===== src/rtl/lsu_mc.sv =====
// Multicycle load/store unit driving the dm_8k data-memory port.
// One command at a time: IDLE -> ADDR -> ACCESS -> DONE, errored commands skip ACCESS.
module lsu_mc #(
    parameter int unsigned DM_AW       = 11,
    parameter bit          CHECK_RANGE = 1'b1
) (
    input  logic             clk,
    input  logic             rst_n,
    input  logic             start,
    input  logic [3:0]       op,
    input  logic [31:0]      addr_in,
    input  logic [31:0]      wdata_in,
    input  logic [31:0]      dm_dout,
    output logic             busy,
    output logic             done,
    output logic             err,
    output logic [31:0]      rdata_out,
    output logic [DM_AW-1:0] dm_addr,
    output logic [3:0]       dm_be,
    output logic [31:0]      dm_din,
    output logic             dm_we
);

    localparam int unsigned RANGE_SHIFT = DM_AW + 2;

    typedef enum logic [1:0] {
        S_IDLE   = 2'd0,
        S_ADDR   = 2'd1,
        S_ACCESS = 2'd2,
        S_DONE   = 2'd3
    } state_t;

    state_t      state_q, state_d;
    logic [3:0]  op_q;
    logic [31:0] addr_q;

    logic        op_legal;
    logic        misaligned;
    logic        out_of_range;
    logic        cmd_err;
    logic        is_store;
    logic        accept;
    logic [3:0]  be_c;
    logic [7:0]  ld_byte;
    logic [15:0] ld_half;
    logic [31:0] ld_ext;

    // Byte enables derived from the incoming command so they are valid throughout ADDR
    always_comb begin
        be_c = 4'b0000;
        case (op[1:0])
            2'b00:   be_c = 4'b0001 << addr_in[1:0];
            2'b01:   be_c = addr_in[1] ? 4'b1100 : 4'b0011;
            2'b10:   be_c = 4'b1111;
            default: be_c = 4'b0000;
        endcase
    end

    // Command checks on the latched command
    always_comb begin
        op_legal = 1'b0;
        case (op_q)
            4'b0000, 4'b0001, 4'b0010,
            4'b0100, 4'b0101,
            4'b1000, 4'b1001, 4'b1010: op_legal = 1'b1;
            default:                   op_legal = 1'b0;
        endcase
        misaligned   = ((op_q[1:0] == 2'b01) && addr_q[0])
                    || ((op_q[1:0] == 2'b10) && (addr_q[1:0] != 2'b00));
        out_of_range = CHECK_RANGE && ((addr_q >> RANGE_SHIFT) != 32'd0);
        cmd_err      = !op_legal || misaligned || out_of_range;
        is_store     = op_q[3];
    end

    // Lane extraction and sign/zero extension of the memory word
    always_comb begin
        ld_byte = dm_dout[7:0];
        case (addr_q[1:0])
            2'b00:   ld_byte = dm_dout[7:0];
            2'b01:   ld_byte = dm_dout[15:8];
            2'b10:   ld_byte = dm_dout[23:16];
            default: ld_byte = dm_dout[31:24];
        endcase
        ld_half = addr_q[1] ? dm_dout[31:16] : dm_dout[15:0];
        ld_ext  = dm_dout;
        case (op_q[2:0])
            3'b000:  ld_ext = {{24{ld_byte[7]}}, ld_byte};
            3'b001:  ld_ext = {{16{ld_half[15]}}, ld_half};
            3'b100:  ld_ext = {24'd0, ld_byte};
            3'b101:  ld_ext = {16'd0, ld_half};
            default: ld_ext = dm_dout;
        endcase
    end

    // Next-state logic
    always_comb begin
        state_d = state_q;
        accept  = 1'b0;
        case (state_q)
            S_IDLE: begin
                if (start) begin
                    accept  = 1'b1;
                    state_d = S_ADDR;
                end
            end
            S_ADDR:   state_d = cmd_err ? S_DONE : S_ACCESS;
            S_ACCESS: state_d = S_DONE;
            S_DONE:   state_d = S_IDLE;
            default:  state_d = S_IDLE;
        endcase
    end

    // State and registered outputs; dm_we is high exactly while in ACCESS for a store
    always_ff @(posedge clk) begin
        if (!rst_n) begin
            state_q   <= S_IDLE;
            op_q      <= 4'd0;
            addr_q    <= 32'd0;
            busy      <= 1'b0;
            done      <= 1'b0;
            err       <= 1'b0;
            dm_we     <= 1'b0;
            rdata_out <= 32'd0;
            dm_addr   <= '0;
            dm_be     <= 4'd0;
            dm_din    <= 32'd0;
        end else begin
            state_q <= state_d;
            busy    <= (state_d != S_IDLE);
            done    <= (state_d == S_DONE);
            err     <= (state_q == S_ADDR) && cmd_err;
            dm_we   <= (state_q == S_ADDR) && !cmd_err && is_store;
            if (accept) begin
                op_q    <= op;
                addr_q  <= addr_in;
                dm_addr <= addr_in[DM_AW+1:2];
                dm_be   <= be_c;
                dm_din  <= wdata_in;
            end
            if ((state_q == S_ACCESS) && !is_store) begin
                rdata_out <= ld_ext;
            end
        end
    end

endmodule


===== config.mk =====
export PLATFORM = sky130hd
export DESIGN_NAME = lsu_mc
export DESIGN_NICKNAME = d
export VERILOG_FILES = /design/src/rtl/lsu_mc.sv
export SDC_FILE = /design/constraint.sdc
export NUM_CORES = 1
export LEC_CHECK = 0
export CAP_MARGIN = 40
export CORE_ASPECT_RATIO = 1.2
export CORE_MARGIN = 3
export CORE_UTILIZATION = 45
export DETAILED_ROUTE_END_ITERATION = 6
export PLACE_DENSITY = 0.82
export SKIP_CTS_REPAIR_TIMING = 1
export SYNTH_ARGS = -nofsm -noshare
export SYNTH_HDL_FRONTEND = slang
export SYNTH_SLANG_ARGS = --single-unit
export TNS_END_PERCENT = 50

===== constraint.sdc =====
create_clock -name clk -period 4.7 [get_ports clk]
set_input_delay 0.94 -clock clk [delete_from_list [all_inputs] [get_ports clk]]
set_output_delay 0.94 -clock clk [all_outputs]
set_load 0.005 [all_outputs]

==> flow_summary.toml, run 1 <==
[logic_synthesis]
async_flop_share = 0
syn_inst = 561
synth_seq_area_share = 0.492
synth_ff_type = "dfxtp_1"
syn_nets = 668
synth_area_um2 = 4520
synth-seq-cells = 111
syn_area_per_cell_um2 = 8.05
yosysUniqueCellTypes = 41
ys.warnings.count = 0
synth-edff-count = 0

[route]
vias_per_cell = 5.29
antenna_left = 0
wire_per_inst_um = 15.5
drt-initial-drc-count = 224
vias = 4455
drc = 0
finalWirelength_mm = 13.0
first_pass_iters = 5

[sta]
skew_ns = 0.00542
finalCritPeriodShare = 0.586
timing_hold_violations_final = 0
setup_tns_ns = 0
fin_ws_ns = 1.95
fin_crit_ns = 2.75
fmax_ghz = 0.363
slew_headroom = 0.343
slew_violations = 0
final-setup-viol-count = 0
rsz0062_at_grt = "false"
worstMarginPinSlew_ns = 0.984

[finish]
fin_nets = 821
stdcell_count = 842
area_delta_synth_final_pct = 48.5
n_antenna_cell = 0
n_fill_cell = 748
drive_gt1_frac = 0.0529

[floorplan]
rows = 39
io_pins = 186
fp.coreArea_um2 = 9660
start_util = 0.467
die_h_um = 116
dieArea_um2 = 11300
die-width_um = 97.4

[clock_network]
cts_tree = "yes"
clk_path_buf_depth = 2
clk_latency_ns = 0.34
cts_buffers = 9
cts_root_buf = "clkbuf_16"
clk_pin_slew_ns = 0.07
cts.sinks = 111
ctsHtreeMaxLevel = 3

[grt]
grt_pass1_vias = 4463
grt_max_degree = 48
grt_usage = 0.223
grt_overflow = 0
antenna_found_initial = 0
grt_pass1_wl_mm = 20.6

[pwr]
p_total_mw = 3.40
power_density_nw_per_um2 = 507
leakage_nw = 2.52
vdd_ir_drop_max_mv = 0.258

[status]
status = "finished clean"

[placement]
dp_slack_ns = 1.32
place.gp.congestion = 0.864
io_buffers = 185
place_inst = 825
dp_hpwl_mm = 9.54

[critical_path]
start_kind = "input pin"
max_stage_delay_ns = 0.61
crit_start = "start"
path_class = "input pin to register"
cp_cell_sequence = "clkdlybuf4s50_1, and2_2, buf_4, nand2_1, a21oi_1, a22oi_1"
worstPathMaxFanout = 36
cpMaxStageDelayCell = "and2_2"
end_kind = "register"
cp_data_arrival_time_ns = 2.97
cp.required_ns = 4.92
r2r_start = "addr_q[1]"

[min_path]
min_from = "dm_din[23]"
hp-class = "register to register"

[run]
max_cap_violations = 0
==> per-layer routing <==
metal | vias to the layer above | GRT usage | routed length (um)
met4 | 0 | 0.0859 | 269
li1 | 2181 | - | -
met2 | 194 | 0.398 | 6420
met1 | 2062 | 0.243 | 5000
met5 | - | 0 | 0
met3 | 18 | 0.0813 | 1350
==> worst paths after layout <==
check                  end  slack (ns)  depth (start not counted)
max               op_legal        1.95                          6
min             dm_din[23]        0.46                          2
max reg2reg  rdata_out[16]        2.05                          4
min reg2reg     dm_din[23]        0.46                          2
==> through the flow <==
stage | util | hold slack (ns) | area (um^2)
global route | 0.694 | 0.469 | 6710
floorplan | - | 0.436 | 4520
CTS | 0.693 | 0.456 | 6690
detailed placement | 0.656 | 0.446 | 6340
finish | 0.694 | 0.455 | 6710
global placement | 0.654 | 0.439 | 6320
==> state kept, by name, summed over array words and instances (netlist names) <==
| register | count |
|---|---|
| state_q | 2 |
| dm_be | 4 |
| dm_addr | 10 |
| op_q | 4 |
| dm_din | 32 |
| addr_q | 22 |
| done | 1 |
| rdata_out | 32 |
| busy | 1 |
| dm_we | 1 |
| op_legal | 1 |
| err | 1 |
==> cell type report <==
cell class / instances / area, um^2 / area share
Timing Repair Buffer: 191 / 1910 / 0.285
Inverter: 5 / 18.8 / 0.00280
Clock buffer: 10 / 239 / 0.0356
Tap cell: 123 / 154 / 0.0229
Multi-Input combinational cell: 396 / 2050 / 0.305
Sequential cell: 111 / 2220 / 0.331
Clock inverter: 6 / 116 / 0.0173
==> Yosys cell counts, types with 2 or more instances <==
cell type  count  area, um^2
nand2_1      174         653
dfxtp_1      111        2220
a21oi_1       96         480
clkbuf_1      35         131
o21ai_0       33         165
nor2_1        15        56.3
buf_4         11        82.6
nand2b_1      10        62.6
mux2_2         8        90.1
a221oi_1       7        61.3
mux2i_1        7        70.1
o211a_1        7        70.1
nor2b_1        5        31.3
ha_1           4        50.1
inv_1          4        15.0
nor4_1         4        25.0
a22oi_1        2        15.0
buf_2          2        10.0
nand3_1        2        10.0
nor3_1         2        10.0
o211ai_1       2        15.0
==> placed cells by master, fill, tap and decap left out, types with 2 or more instances in the layout <==
cell type        count
o21ai_0             33
nor2_1              15
o211a_1              7
ha_1                 4
a21oi_1             96
a22oi_1              2
clkbuf_16            9
nand2_1            173
clkdlybuf4s50_1    185
mux2_2               8
o211ai_1             2
bufinv_16            3
nor2b_1              4
nand2b_1            10
inv_1                4
mux2i_1              7
nor3_1               2
buf_8                2
nor4_1               4
dfxtp_1            111
clkinv_4             2
buf_4                4
nand3_1              2
a221oi_1             7
==> where the power goes <==
part           switching [mW]  internal, mW  total (mW)
logic                   0.583         0.622        1.20
registers               0.151          1.17        1.32
clock network           0.338         0.539       0.877
==> worst max-delay path, delay by kind of cell <==
kind            cells  cell delay, ns
buf+inv             2            0.95
simple gates        2            0.74
compound gates      2            0.31
==> logic make-up after synthesis <==
group	after synthesis	share of synthesized area
simple gates	221	0.204
flops	111	0.492
fa+ha+maj	4	0.0111
compound gates	154	0.195
buf+inv	54	0.0562
mux	16	0.0405
xor+xnor	1	0.00194
No activity file was read; power rests on OpenSTA's default activity.
==> inputs of run 2 (changes only) <==
Settings changed: CORE_UTILIZATION 45 to 43, PLACE_DENSITY 0.82 to 0.79.
Clock period 4.7 ns to 2.85 ns, I/O delays scaled along.
==> flow_summary.toml, run 2 (same netlist as run 1, synthesis figures left out) <==
[finish]
layout_commonest_cell = "clkdlybuf4s50_1"
mostFrequentLayoutCells = "185 x clkdlybuf4s50_1, 173 x nand2_1, 111 x dfxtp_1"
fin_area_um2 = 6690
stdcell_count = 849
regArea_um2 = 2220
area_delta_synth_final_pct = 48.2
n_fill_cell = 867
multi_input_area_um2 = 2040
n_antenna_cell = 0
drive_gt1_frac = 0.0553
fin_nets = 825
biggestRegsByFlops = "dm_din: 32 flops, rdata_out: 32 flops, addr_q: 22 flops"

[grt]
grt_pass1_vias = 4494
grt_overflow = 0
grt_usage = 0.218
antenna_found_initial = 0
grt_pass1_wl_mm = 21.3
grt_max_degree = 54

[clock_network]
cts_buffers = 9
cts.sinks = 111
ctsHtreeMaxLevel = 3
cts_root_buf = "clkbuf_16"
clk_pin_slew_ns = 0.07
cts_tree = "yes"
clk_path_buf_depth = 2
clk_latency_ns = 0.34

[critical_path]
r2r_start = "op_q[0]"
cp.required_ns = 3.07
start_kind = "input pin"
rrSetupSlack_ns = 0.86
end_kind = "register"
cp_data_arrival_time_ns = 2.35
path_class = "input pin to register"
worstRegToRegCells = 4
rr_endpoint = "rdata_out[3]"
worstPathMaxFanout = 8

[sta]
skew_ns = 0.00704
finalCritPeriodShare = 0.747
slew_violations = 0
fmax_ghz = 0.470
whs_ns = 0.454
slew_headroom = 0.546
rsz0062_at_grt = "false"
fin_crit_ns = 2.13
final-setup-viol-count = 0
setup_tns_ns = 0
worstMarginPinSlew_ns = 0.678
timing_hold_violations_final = 0

[pwr]
power_density_nw_per_um2 = 816
leakage_nw = 2.52
vdd_ir_drop_max_mv = 0.432

[route]
vias_per_cell = 5.31
drc = 0
wire_per_inst_um = 15.5
vias = 4507
first_pass_iters = 5
antenna_left = 0
highest_layer = "met4"
drt-initial-drc-count = 227
wl_met1_mm = 5.22
finalWirelength_mm = 13.2
wl_met2_mm = 6.32
met3_length_mm = 1.34

[min_path]
holdPathEnd = "dm_addr[2]"
hp-class = "register to register"
min_from = "dm_addr[2]"
hold_depth = 2

[floorplan]
die-width_um = 99.5
io_pins = 186
fp.coreArea_um2 = 10100
die_h_um = 118
dieArea_um2 = 11800
rows = 40
start_util = 0.447

[run]
max_cap_violations = 0

[placement]
placed_area_um2 = 6380
io_buffers = 185
place.gp.congestion = 0.859
place_inst = 833
dp_hpwl_mm = 9.59

[status]
status = "finished clean"
==> run 2: cell count changes in the layout (fill, tap and decap cells not counted), sizes merged <==
cell,previous run,this run
inv,6,5
clkbuf,10,13
bufinv,3,1
buf,6,10
==> run 2: critical path, cell delays in order <==
cell	delay (ns)
clkdlybuf4s50_1	0.46
mux4_2	0.54
a211oi_2	0.53
nor2b_1	0.20
nor3_1	0.05
==> run 2: layout make-up <==
class / instances / share of cell area
Sequential cell: 111 / 0.332
Timing Repair Buffer: 195 / 0.290
Inverter: 5 / 0.00280
Clock buffer: 13 / 0.0404
Clock inverter: 3 / 0.00598
Multi-Input combinational cell: 396 / 0.305
Tap cell: 126 / 0.0236
==> run 2: metrics by stage <==
step	worst slack, ns	utilization	total power [mW]
3_3_place_gp	0.413	0.631	4.15
3_5_place_dp	0.359	0.631	4.22
4_1_cts	0.725	0.662	5.51
2_1_floorplan	0.987	-	3.21
5_1_grt	0.635	0.662	5.80
6_report	0.722	0.662	5.46
==> run 2: per-layer routing <==
metal / GRT usage / vias up
met5: 0 / -
met4: 0.0820 / 0
met3: 0.0702 / 17
met2: 0.367 / 195
met1: 0.257 / 2108
li1: - / 2187
==> run 2: worst max path at each step <==
| stage | start | to | slack, ns | cells past startpoint |
|---|---|---|---|---|
| global route | dm_dout[7] | rdata_out[15] | 0.64 | 5 |
| global placement | dm_dout[7] | rdata_out[15] | 0.41 | 5 |
| finish | dm_dout[31] | rdata_out[15] | 0.72 | 5 |
| floorplan | dm_dout[31] | rdata_out[20] | 0.99 | 5 |
| CTS | dm_dout[7] | rdata_out[15] | 0.73 | 5 |
| detailed placement | dm_dout[7] | rdata_out[15] | 0.36 | 5 |
==> run 2: report_power, final <==
part / switching, mW / leakage (nW) / internal, mW
Clock: 0.535 / 0.156 / 0.751
Combinational: 0.998 / 1.46 / 1.04
Sequential: 0.211 / 0.909 / 1.93
